--- config.mk ---
export PLATFORM = sky130hd
export DESIGN_NAME = circular_dma_reader_flat
export DESIGN_NICKNAME = d
export VERILOG_FILES = /design/src/rtl/circular_dma_reader_if.sv /design/src/rtl/circular_dma_reader.sv /design/src/flat_wrapper.sv
export SDC_FILE = /design/constraint.sdc
export NUM_CORES = 1
export LEC_CHECK = 0
export ABC_AREA = 1
export BUFFER_PORTS_ARGS = -buffer_cell sky130_fd_sc_hd__buf_2
export CAP_MARGIN = 0
export CELL_PAD_IN_SITES_DETAIL_PLACEMENT = 0
export CELL_PAD_IN_SITES_GLOBAL_PLACEMENT = 2
export CORE_UTILIZATION = 26
export DETAILED_ROUTE_END_ITERATION = 7
export MAX_ROUTING_LAYER = met4
export PLACE_DENSITY_LB_ADDON = 0.1
export SLEW_MARGIN = 20
export SYNTH_ARGS = -nofsm -noshare
export SYNTH_HDL_FRONTEND = slang
export SYNTH_SLANG_ARGS = --single-unit
--- constraint.sdc ---
create_clock -name clk -period 9.55 [get_ports clk]
set_input_delay 1.4325 -clock clk [delete_from_list [all_inputs] [get_ports clk]]
set_output_delay 1.4325 -clock clk [all_outputs]
set_load 0.02 [all_outputs]
--- src/rtl/circular_dma_reader_if.sv ---
// AXI4 read-address/read-data channels plus the AXI-Stream output of the circular DMA reader.
// master = the DMA engine, slave = the memory/stream side it talks to.
interface circular_dma_reader_if #(
  parameter int C_ADDR_WIDTH = 32,
  parameter int C_AXIS_WIDTH = 64
);
  logic [C_ADDR_WIDTH-1:0] m_axi_araddr;
  logic [7:0]              m_axi_arlen;
  logic [2:0]              m_axi_arsize;
  logic [1:0]              m_axi_arburst;
  logic                    m_axi_arvalid;
  logic                    m_axi_arready;
  logic [C_AXIS_WIDTH-1:0] m_axi_rdata;
  logic [1:0]              m_axi_rresp;
  logic                    m_axi_rlast;
  logic                    m_axi_rvalid;
  logic                    m_axi_rready;
  logic [C_AXIS_WIDTH-1:0] m_axis_tdata;
  logic                    m_axis_tlast;
  logic                    m_axis_tvalid;
  logic                    m_axis_tready;

  modport master (
    output m_axi_araddr, m_axi_arlen, m_axi_arsize, m_axi_arburst, m_axi_arvalid,
    input  m_axi_arready,
    input  m_axi_rdata, m_axi_rresp, m_axi_rlast, m_axi_rvalid,
    output m_axi_rready,
    output m_axis_tdata, m_axis_tlast, m_axis_tvalid,
    input  m_axis_tready
  );

  modport slave (
    input  m_axi_araddr, m_axi_arlen, m_axi_arsize, m_axi_arburst, m_axi_arvalid,
    output m_axi_arready,
    output m_axi_rdata, m_axi_rresp, m_axi_rlast, m_axi_rvalid,
    input  m_axi_rready,
    input  m_axis_tdata, m_axis_tlast, m_axis_tvalid,
    output m_axis_tready
  );
endinterface

--- src/rtl/circular_dma_reader.sv ---
// Drains a circular memory buffer between rd_offset and wr_offset as AXI4 read bursts onto AXI-Stream.
// Latency: launch decision 1 cycle after IDLE, R->stream beats are combinational passthrough.
// Backpressure: bursts wait for enough downstream fifo_space; in DATA, tready drives rready directly.
module circular_dma_reader #(
  parameter int C_ADDR_WIDTH       = 32,
  parameter int C_AXIS_WIDTH       = 64,
  parameter int C_MAX_BURST        = 16,
  parameter int C_FIFO_SPACE_WIDTH = 16
) (
  input  logic                          clk,
  input  logic                          rst,
  input  logic                          cfg_enable,
  input  logic [C_ADDR_WIDTH-1:0]       cfg_base,
  input  logic [C_ADDR_WIDTH-1:0]       cfg_size,
  input  logic [C_ADDR_WIDTH-1:0]       wr_offset,
  input  logic [C_FIFO_SPACE_WIDTH-1:0] fifo_space,
  output logic [C_ADDR_WIDTH-1:0]       rd_offset,
  output logic                          busy,
  output logic                          err,
  circular_dma_reader_if.master         axi
);
  localparam int B     = C_AXIS_WIDTH / 8;
  localparam int LOG_B = $clog2(B);
  localparam logic [C_ADDR_WIDTH-1:0] MAX_BURST = C_ADDR_WIDTH'(C_MAX_BURST);

  typedef enum logic [1:0] {IDLE, ADDR, DATA, SETTLE} state_t;
  state_t state_q, state_d;

  logic [C_ADDR_WIDTH-1:0] rd_offset_q;
  logic [C_ADDR_WIDTH-1:0] araddr_q;
  logic [7:0]              arlen_q;
  logic [8:0]              len_q;
  logic                    err_q;

  logic [C_ADDR_WIDTH-1:0] avail, to_wrap, to_4k, len_c, step, next_off;
  logic [11:0]             page_off;
  logic                    launch, r_fire, last_fire;

  // Burst sizing: never past available data, the buffer end or a 4 KB page.
  always_comb begin
    avail    = (wr_offset >= rd_offset_q) ? wr_offset - rd_offset_q
                                          : cfg_size - rd_offset_q + wr_offset;
    to_wrap  = cfg_size - rd_offset_q;
    page_off = cfg_base[11:0] + rd_offset_q[11:0];
    to_4k    = C_ADDR_WIDTH'(13'h1000 - {1'b0, page_off});
    len_c    = MAX_BURST;
    if ((avail >> LOG_B) < len_c)   len_c = avail >> LOG_B;
    if ((to_wrap >> LOG_B) < len_c) len_c = to_wrap >> LOG_B;
    if ((to_4k >> LOG_B) < len_c)   len_c = to_4k >> LOG_B;
  end

  assign launch    = cfg_enable && (avail != '0) && (C_ADDR_WIDTH'(fifo_space) >= len_c);
  assign r_fire    = (state_q == DATA) && axi.m_axi_rvalid && axi.m_axis_tready;
  assign last_fire = r_fire && axi.m_axi_rlast;
  assign step      = C_ADDR_WIDTH'(len_q) << LOG_B;
  assign next_off  = (rd_offset_q + step == cfg_size) ? '0 : rd_offset_q + step;

  always_ff @(posedge clk) begin
    if (rst) state_q <= IDLE;
    else     state_q <= state_d;
  end

  always_comb begin
    state_d            = state_q;
    axi.m_axi_arvalid  = 1'b0;
    axi.m_axi_rready   = 1'b0;
    axi.m_axis_tvalid  = 1'b0;
    case (state_q)
      IDLE:   if (launch) state_d = ADDR;
      ADDR: begin
        axi.m_axi_arvalid = 1'b1;
        if (axi.m_axi_arready) state_d = DATA;
      end
      DATA: begin
        axi.m_axis_tvalid = axi.m_axi_rvalid;
        axi.m_axi_rready  = axi.m_axis_tready;
        if (last_fire) state_d = SETTLE;
      end
      SETTLE: state_d = IDLE;
      default: state_d = IDLE;
    endcase
  end

  // Offset commits only at burst end, so the IDLE comparison never sees a half-done burst.
  always_ff @(posedge clk) begin
    if (rst) begin
      rd_offset_q <= '0;
      araddr_q    <= '0;
      arlen_q     <= '0;
      len_q       <= '0;
      err_q       <= 1'b0;
    end else begin
      if (state_q == IDLE) begin
        if (!cfg_enable) begin
          rd_offset_q <= '0;
        end else if (launch) begin
          araddr_q <= cfg_base + rd_offset_q;
          arlen_q  <= 8'(len_c - 1'b1);
          len_q    <= 9'(len_c);
        end
      end
      if (r_fire && (axi.m_axi_rresp != 2'b00)) err_q <= 1'b1;
      if (last_fire) rd_offset_q <= next_off;
    end
  end

  assign axi.m_axi_araddr  = araddr_q;
  assign axi.m_axi_arlen   = arlen_q;
  assign axi.m_axi_arsize  = 3'(LOG_B);
  assign axi.m_axi_arburst = 2'b01;
  assign axi.m_axis_tdata  = axi.m_axi_rdata;
  assign axi.m_axis_tlast  = axi.m_axi_rlast;

  assign rd_offset = rd_offset_q;
  assign busy      = (state_q != IDLE);
  assign err       = err_q;
endmodule

--- src/flat_wrapper.sv ---
// flat-port wrapper written by rule: the top's interface ports become plain ports
module circular_dma_reader_flat 
#(
  parameter int C_ADDR_WIDTH       = 32,
  parameter int C_AXIS_WIDTH       = 64,
  parameter int C_MAX_BURST        = 16,
  parameter int C_FIFO_SPACE_WIDTH = 16
)
  (clk, rst, cfg_enable, cfg_base, cfg_size, wr_offset, fifo_space, rd_offset, busy, err, axi_m_axi_araddr, axi_m_axi_arlen, axi_m_axi_arsize, axi_m_axi_arburst, axi_m_axi_arvalid, axi_m_axi_arready, axi_m_axi_rdata, axi_m_axi_rresp, axi_m_axi_rlast, axi_m_axi_rvalid, axi_m_axi_rready, axi_m_axis_tdata, axi_m_axis_tlast, axi_m_axis_tvalid, axi_m_axis_tready);
  circular_dma_reader_if #(.C_ADDR_WIDTH(C_ADDR_WIDTH), .C_AXIS_WIDTH(C_AXIS_WIDTH)) axi_i ();
  input  logic clk;
  input  logic rst;
  input  logic cfg_enable;
  input  logic [C_ADDR_WIDTH-1:0] cfg_base;
  input  logic [C_ADDR_WIDTH-1:0] cfg_size;
  input  logic [C_ADDR_WIDTH-1:0] wr_offset;
  input  logic [C_FIFO_SPACE_WIDTH-1:0] fifo_space;
  output logic [C_ADDR_WIDTH-1:0] rd_offset;
  output logic busy;
  output logic err;
  output wire logic [$bits(axi_i.m_axi_araddr)-1:0] axi_m_axi_araddr;
  output wire logic [$bits(axi_i.m_axi_arlen)-1:0] axi_m_axi_arlen;
  output wire logic [$bits(axi_i.m_axi_arsize)-1:0] axi_m_axi_arsize;
  output wire logic [$bits(axi_i.m_axi_arburst)-1:0] axi_m_axi_arburst;
  output wire logic [$bits(axi_i.m_axi_arvalid)-1:0] axi_m_axi_arvalid;
  input wire logic [$bits(axi_i.m_axi_arready)-1:0] axi_m_axi_arready;
  input wire logic [$bits(axi_i.m_axi_rdata)-1:0] axi_m_axi_rdata;
  input wire logic [$bits(axi_i.m_axi_rresp)-1:0] axi_m_axi_rresp;
  input wire logic [$bits(axi_i.m_axi_rlast)-1:0] axi_m_axi_rlast;
  input wire logic [$bits(axi_i.m_axi_rvalid)-1:0] axi_m_axi_rvalid;
  output wire logic [$bits(axi_i.m_axi_rready)-1:0] axi_m_axi_rready;
  output wire logic [$bits(axi_i.m_axis_tdata)-1:0] axi_m_axis_tdata;
  output wire logic [$bits(axi_i.m_axis_tlast)-1:0] axi_m_axis_tlast;
  output wire logic [$bits(axi_i.m_axis_tvalid)-1:0] axi_m_axis_tvalid;
  input wire logic [$bits(axi_i.m_axis_tready)-1:0] axi_m_axis_tready;
  assign axi_m_axi_araddr = axi_i.m_axi_araddr;
  assign axi_m_axi_arlen = axi_i.m_axi_arlen;
  assign axi_m_axi_arsize = axi_i.m_axi_arsize;
  assign axi_m_axi_arburst = axi_i.m_axi_arburst;
  assign axi_m_axi_arvalid = axi_i.m_axi_arvalid;
  assign axi_i.m_axi_arready = axi_m_axi_arready;
  assign axi_i.m_axi_rdata = axi_m_axi_rdata;
  assign axi_i.m_axi_rresp = axi_m_axi_rresp;
  assign axi_i.m_axi_rlast = axi_m_axi_rlast;
  assign axi_i.m_axi_rvalid = axi_m_axi_rvalid;
  assign axi_m_axi_rready = axi_i.m_axi_rready;
  assign axi_m_axis_tdata = axi_i.m_axis_tdata;
  assign axi_m_axis_tlast = axi_i.m_axis_tlast;
  assign axi_m_axis_tvalid = axi_i.m_axis_tvalid;
  assign axi_i.m_axis_tready = axi_m_axis_tready;
  circular_dma_reader #(.C_ADDR_WIDTH(C_ADDR_WIDTH), .C_AXIS_WIDTH(C_AXIS_WIDTH), .C_MAX_BURST(C_MAX_BURST), .C_FIFO_SPACE_WIDTH(C_FIFO_SPACE_WIDTH)) u_core (.clk(clk), .rst(rst), .cfg_enable(cfg_enable), .cfg_base(cfg_base), .cfg_size(cfg_size), .wr_offset(wr_offset), .fifo_space(fifo_space), .rd_offset(rd_offset), .busy(busy), .err(err), .axi(axi_i));
endmodule
==> results of run 1 <==
==> per-stage QoR <==
step | cell area, sq um | util (%) | hold WS, ns | TNS [ns]
after floorplan | 13750 | - | 0.4250 | 0
after global routing | 18840 | 36.58 | 0.4741 | -30.03
after detailed placement | 16740 | 32.50 | 0.4418 | -66.74
after global placement | 16740 | 32.50 | 0.4361 | -60.57
after CTS | 18290 | 35.51 | 0.4524 | -7.519
==> metal layers <==
layer / global-route usage, %
met5: -
met4: 5.981
met3: 1.593
met2: 40.28
met1: 27.72
==> timing repair <==
item / CTS / global route
pin swaps: 76 / 66
hold buffers: 0 / 0
buffers inserted: 32 / 10
gates resized for setup: 164 / 113
setup endpoints to repair: 51 / 51
cloned: 10 / 3
==> cells by family after synthesis <==
kind of cell,after synthesis,synth area share [%]
DFF,81,11.93
AOI/OAI and AO/OA,324,13.71
muxes,2,0.1473
and+or+nand+nor,1099,33.93
xor gates and xnor gates,133,8.572
other,2,0.05526
adders and majority gates,188,17.42
buffers and inverters,422,14.23
==> impl_metrics.tcl, run 1 <==
set metrics [dict create \
    outcome "aborted with a tool error" \
    failing_step "detailed routing" \
    stop_error "[ERROR DRT-0255] Maze Route cannot find path of net axi_m_axi_rdata[53] in worker of routeBox ( 193200 193200 ) ( 230620 230620 )." \
    yosys.area.top_type "nand2_1" \
    netlist_area_sq_um 13590 \
    grt_pass1_wl_mm 89.53 \
    ys_seq_area_share_pct 11.93 \
    row_count 83 \
    numCtsBuffers 9 \
    place_inst 3311 \
    die_h_um 230.6 \
    antenna_found_initial 3 \
    cts_sinks 81 \
    io_pins 332 \
    post-place-ws_ns -1.365 \
    worstEpCategory "register input" \
    yosys-top-cells-count "nand2_1, inv_1, a21oi_1, ha_1, nor2_1" \
    overflow 0 \
    grt_pass1_vias 15590 \
    dp_hpwl_mm 50.70 \
    ys_ff_latch 81 \
    synthCells 2251 \
    htreeDepth 3 \
    synthDistinctLibCells 59 \
    io_buffers 195 \
    cts_buffer_depth 2 \
    dieWidth_um 230.6 \
    synth_area_per_cell_sq_um 6.037 \
    async_flop_share_pct 0 \
    initial_utilization_pct 26.38 \
    synth_top_area_share_pct 18.98 \
    grt-worst-endpoint "u_core.len_q[1]$_SDFFE_PP0P_/D" \
    grt_usage_pct 22.75 \
    ys_top_cells_by_area "nand2_1, ha_1, dfxtp_1" \
    yosysWarningCount 0 \
    ys.flop_type "dfxtp_1" \
    grt_max_degree 76 \
    synth.most_common_cell "nand2_1" \
    synth-edff-count 0 \
    gp_congestion 0.9105 \
    root_buffer "clkbuf_16" \
]
==> run 2: changes to the inputs <==
Settings changed: CELL_PAD_IN_SITES_DETAIL_PLACEMENT 0 to default, CELL_PAD_IN_SITES_GLOBAL_PLACEMENT 2 to default, CORE_UTILIZATION 26 to 40, MAX_ROUTING_LAYER met4 to default, PLACE_DENSITY_LB_ADDON 0.1 to 0.15.
Clock period 9.55 ns to 12.42 ns, I/O delays scaled along.
==> impl_metrics.tcl, run 2 <==
set metrics [dict create \
    path_clk_slew_ns 0.06 \
    worst_hold_slack_ns 0.4430 \
    yosys.area.top_type "nand2_1" \
    synth-edff-count 0 \
    synthCells 2251 \
    synth.most_common_cell "nand2_1" \
    viasPerCell 5.083 \
    ys_top_cells_by_area "nand2_1, ha_1, dfxtp_1" \
    synth_top_area_share_pct 18.98 \
    worstMarginPinSlew_ns 0.9306 \
    numCtsBuffers 9 \
    io_pins 332 \
    largest_register_ffs 32 \
    hp-class "flop to flop" \
    cpMostUsedCell "nand2_1" \
    initial_utilization_pct 40.63 \
    htreeDepth 3 \
    clock_skew_ns 0.01066 \
    critical-path-max-stage-delay_ns 0.38 \
    path_class "primary input to flop" \
    slew_headroom_pct 37.84 \
    ant_nets 0 \
    grt_max_degree 76 \
    design_area_sq_um 15010 \
    yosys-top-cells-count "nand2_1, inv_1, a21oi_1, ha_1, nor2_1" \
    setup_viol 0 \
    drive_gt1_share_pct 11.08 \
    insertion_delay_ns 0.34 \
    die_h_um 186.3 \
    wirelength_mm 47.28 \
    gp_congestion 0.9386 \
    drv_slew 0 \
    dp_hpwl_mm 41.06 \
    placed_cell_area_sq_um 14660 \
    netlist_area_sq_um 13590 \
    cellPowerDensity_nw_per_um2 84.51 \
    ys_seq_area_share_pct 11.93 \
    cp-start-kind "primary input" \
    rsz0062_at_grt "false" \
    drt_iter0_markers 766 \
    cp_data_required_time_ns 12.68 \
    overflow 0 \
    dieWidth_um 186.3 \
    cts_buffer_depth 2 \
    n_fill_cell 3698 \
    finalSetupTns_ns 0 \
    core_sq_um 33450 \
    root_buffer "clkbuf_16" \
    crit_arrival_ns 11.64 \
    cap_violations 0 \
    synth_area_per_cell_sq_um 6.037 \
    cp-end-kind "flop" \
    grt_pass1_wl_mm 73.28 \
    finalHoldViolations 0 \
    die_area_sq_um 34720 \
    syn_to_final_growth_pct 10.48 \
    post-place-ws_ns 0.3081 \
    async_flop_share_pct 0 \
    setup_slack_ns 1.044 \
    cp_max_fo 44 \
    synthDistinctLibCells 59 \
    antenna_found_initial 0 \
    timing.final.crit_share_pct 91.59 \
    ir_worst_vdd_uv 57.39 \
    utilization_pct 44.88 \
    p_leak_nw 7.880 \
    final_common_cell "nand2_1" \
    hold_buffers 0 \
    fin_crit_ns 11.38 \
    row_count 67 \
    grt_usage_pct 26.67 \
    io_buffers 195 \
    ys_ff_latch 81 \
    final_net_count 2778 \
    crit_slowest_cell "ha_1" \
    outcome "completed" \
    routedWlPerCell_um 16.54 \
    first_pass_iters 5 \
    vias 14530 \
    remaining_drc_errors 0 \
    grt_pass1_vias 13670 \
    cts_tree "yes" \
    cts_sinks 81 \
    max_freq_mhz 87.91 \
    layout_common_cells "nand2_1, inv_1, buf_2" \
    yosysWarningCount 0 \
    ys.flop_type "dfxtp_1" \
]
[run 2: cells by family (layout without fill, tap and decap cells)]
logic type | Yosys count | after routing | share of synthesized area, %
multiplexers | 2 | 2 | 0.1473
buffers and inverters | 422 | 541 | 14.23
other | 2 | 43 | 0.05526
XOR/XNOR | 133 | 133 | 8.572
adder cells (fa/ha/maj) | 188 | 188 | 17.42
AO/OA/AOI/OAI | 324 | 324 | 13.71
AND/OR/NAND/NOR | 1099 | 1099 | 33.93
flip-flops | 81 | 81 | 11.93
[run 2: cell type report]
type	instances	area, sq um	area share, %
Timing Repair Buffer	206	1084	7.217
Clock buffer	12	246.5	1.642
Multi-Input combinational cell	1788	10220	68.07
Inverter	319	1202	8.009
Sequential cell	81	1622	10.80
Clock inverter	4	76.32	0.5084
Antenna cell	1	2.502	0.01667
Tap cell	448	560.5	3.734
[run 2: metrics by stage]
step / instances / total power [mW]
floorplan: 2291 / 0.8077
global placement: 2841 / 0.9662
detailed placement: 2841 / 0.9726
CTS: 2857 / 1.267
global route: 2858 / 1.369
finish: 2859 / 1.269
[run 2: power by group]
part           internal (mW)  switching [mW]  total [mW]
Clock                  0.182           0.111       0.293
Combinational          0.234           0.448       0.682
Sequential             0.281          0.0128       0.294
[run 2: path summary, 6_finish.rpt]
| kind | from | endpoint | slack, ns | cells after the start |
|---|---|---|---|---|
| setup / recovery | cfg_size[3] | u_core.axi.m_axi_araddr[17] | 1.04 | 71 |
| hold / removal | u_core.err | u_core.err | 0.44 | 2 |
| setup reg to reg | u_core.rd_offset[3] | u_core.axi.m_axi_araddr[17] | 1.99 | 71 |
| hold reg to reg | u_core.err | u_core.err | 0.44 | 2 |
[run 2: repair_timing]
action / 4_1_cts / 5_1_grt
buffers inserted: 0 / 1
resized for setup: 0 / 4
setup endpoints to repair: 0 / 51
[run 2: worst max-delay path: cells and delay by family]
family          cells  cell delay [ns]
buf+inv            10             1.33
simple gates       41             3.94
fa+ha+maj           5             1.62
compound gates     14             2.59
xor+xnor            1             0.27
[run 2: metal layers]
metal	GRT usage (%)	vias to the layer above	routed length [um]
li1	-	7499	-
met1	36.07	6571	21930
met2	45.69	411	22120
met3	1.956	52	2272
met4	6.580	0	963
met5	0	-	0
Note: power is estimated with default switching activity, not from simulation.
==> run 3: changes to the inputs <==
Settings changed: CELL_PAD_IN_SITES_DETAIL_PLACEMENT from default to 0, CELL_PAD_IN_SITES_GLOBAL_PLACEMENT from default to 1, CORE_UTILIZATION 40 to 38, RECOVER_POWER from default to 50.
==> impl_metrics.tcl, run 3 (synthesis gave the netlist of run 2 again) <==
set metrics [dict create \
    io_buffers 195 \
    internal_power_mw 0.6536 \
    regArea_sq_um 1622 \
    setup_viol 0 \
    grt_max_degree 76 \
    drive_gt1_share_pct 7.779 \
    cellPowerDensity_nw_per_um2 82.06 \
    timing.final.crit_share_pct 91.97 \
    dieWidth_um 191.1 \
    cap_violations 0 \
    dp_hpwl_mm 40.65 \
    timing.rr.end "u_core.axi.m_axi_araddr[27]" \
    crit_slowest_cell "ha_1" \
    path_clk_slew_ns 0.06 \
    gp_congestion 0.9842 \
    holdCritStartpoint "u_core.err" \
    initial_utilization_pct 38.96 \
    hold_buffers 0 \
    outcome "completed" \
    grt_pass1_vias 13060 \
    cts_buffer_depth 2 \
    clockPowerShare_pct 20.4 \
    reg2reg_depth 72 \
    p_sw_mw 0.5641 \
    cpMostUsedCell "nand2_1" \
    multi_input_area_sq_um 10210 \
    cp-end-kind "flop" \
    cp_data_required_time_ns 12.69 \
    die_h_um 191.1 \
    grt_usage_pct 25.26 \
    core_sq_um 34880 \
    rrSetupSlack_ns 2.08 \
    insertion_delay_ns 0.35 \
    routedWlPerCell_um 16.51 \
    fin_crit_ns 11.42 \
    final_common_cell "nand2_1" \
    remaining_drc_errors 0 \
    drt_iter0_markers 779 \
    layout_common_cells "nand2_1, inv_1, a21oi_1, ha_1, nor2_1" \
    cts_tree "yes" \
    p_leak_nw 7.523 \
    cp_max_fo 49 \
    rsz0062_at_grt "false" \
    critical-path-max-stage-delay_ns 0.38 \
    cts_sinks 81 \
    io_pins 332 \
    worst_hold_slack_ns 0.4568 \
    n_fill_cell 3978 \
    die_area_sq_um 36520 \
    hold_depth 2 \
    finalHoldViolations 0 \
    numCtsBuffers 9 \
    final_net_count 2774 \
    largest_register_ffs 32 \
    p_seq_share_pct 24.2 \
    p_total_mw 1.218 \
    comb_power_share_pct 55.5 \
    hp-class "flop to flop" \
    row_count 68 \
    switching_share_pct 46.32 \
    htreeDepth 3 \
    slew_headroom_pct 42.44 \
    grt_pass1_wl_mm 71.41 \
    max_freq_mhz 87.54 \
    first_pass_iters 6 \
    overflow 0 \
    holdPathEnd "u_core.err" \
    ant_nets 0 \
    r2r-start "u_core.rd_offset[3]" \
    crit_arrival_ns 11.69 \
    drv_slew 0 \
    ir_worst_vdd_uv 72.97 \
    root_buffer "clkbuf_16" \
    clock_skew_ns 0.009763 \
    syn_to_final_growth_pct 9.198 \
    cp-start-kind "primary input" \
    antenna_found_initial 1 \
    wirelength_mm 47.21 \
    viasPerCell 5.020 \
    worstMarginPinSlew_ns 0.8634 \
    vias 14360 \
    path_class "primary input to flop" \
]
-- run 3: routing by layer --
metal	vias up	routed length, um	global-route usage, %
met4	0	588	3.907
met5	-	0	0
met3	45	2590	2.974
met2	381	21730	42.52
met1	6460	22300	34.83
li1	7472	-	-
-- run 3: final cells by class --
class	instances	share of cell area, %
multi-input combinational	1788	68.81
sequential	81	10.93
inverter	319	8.137
timing repair buffer	202	6.492
tap	455	3.836
clock buffer	14	1.779
antenna	1	0.01686
-- run 3: critical path, delay by kind of cell --
kind / cells / cell delay, ns
adder cells (fa/ha/maj): 5 / 1.65
AND/OR/NAND/NOR: 45 / 4.16
buffers and inverters: 9 / 1.21
AO/OA/AOI/OAI: 12 / 2.49
XOR/XNOR: 1 / 0.25
-- run 3: worst max path at each step --
stage,start,end,slack (ns)
2_1_floorplan,cfg_size[3],u_core.axi.m_axi_araddr[28],2.12
3_3_place_gp,cfg_size[3],u_core.len_q[6],0.12
3_5_place_dp,cfg_size[3],u_core.axi.m_axi_araddr[4],-0.01
4_1_cts,cfg_size[3],u_core.axi.m_axi_arlen[1],0.31
5_1_grt,cfg_size[3],u_core.axi.m_axi_arlen[1],0.06
6_report,cfg_size[3],u_core.axi.m_axi_araddr[27],1.0
-- run 3: metrics by stage --
step                      instance area [sq um]  utilization, %  setup TNS (ns)  instances  setup WS (ns)
after global routing                      14840           42.54               0       2860        0.05705
after detailed placement                  14620           41.91        -0.01061       2845       -0.01061
after floorplan                           13740               -               0       2291          2.122
after global placement                    14620           41.91               0       2845         0.1197
after CTS                                 14880           42.67               0       2859         0.3094
final                                     14840           42.54               0       2860         0.9970
-- run 3: repair_timing --
action                     4_1_cts  5_1_grt
setup endpoints to repair        0       51
buffers inserted                 0        0
hold endpoints to repair         0        0
resized for setup                0       13
-- run 3: power by group through the flow --
stage | logic, mW | registers (mW) | clock network [mW]
CTS | 0.673 | 0.294 | 0.254
global route | 0.760 | 0.297 | 0.266
global placement | 0.665 | 0.300 | 0
floorplan | 0.492 | 0.316 | 0
detailed placement | 0.669 | 0.300 | 0
finish | 0.675 | 0.294 | 0.248
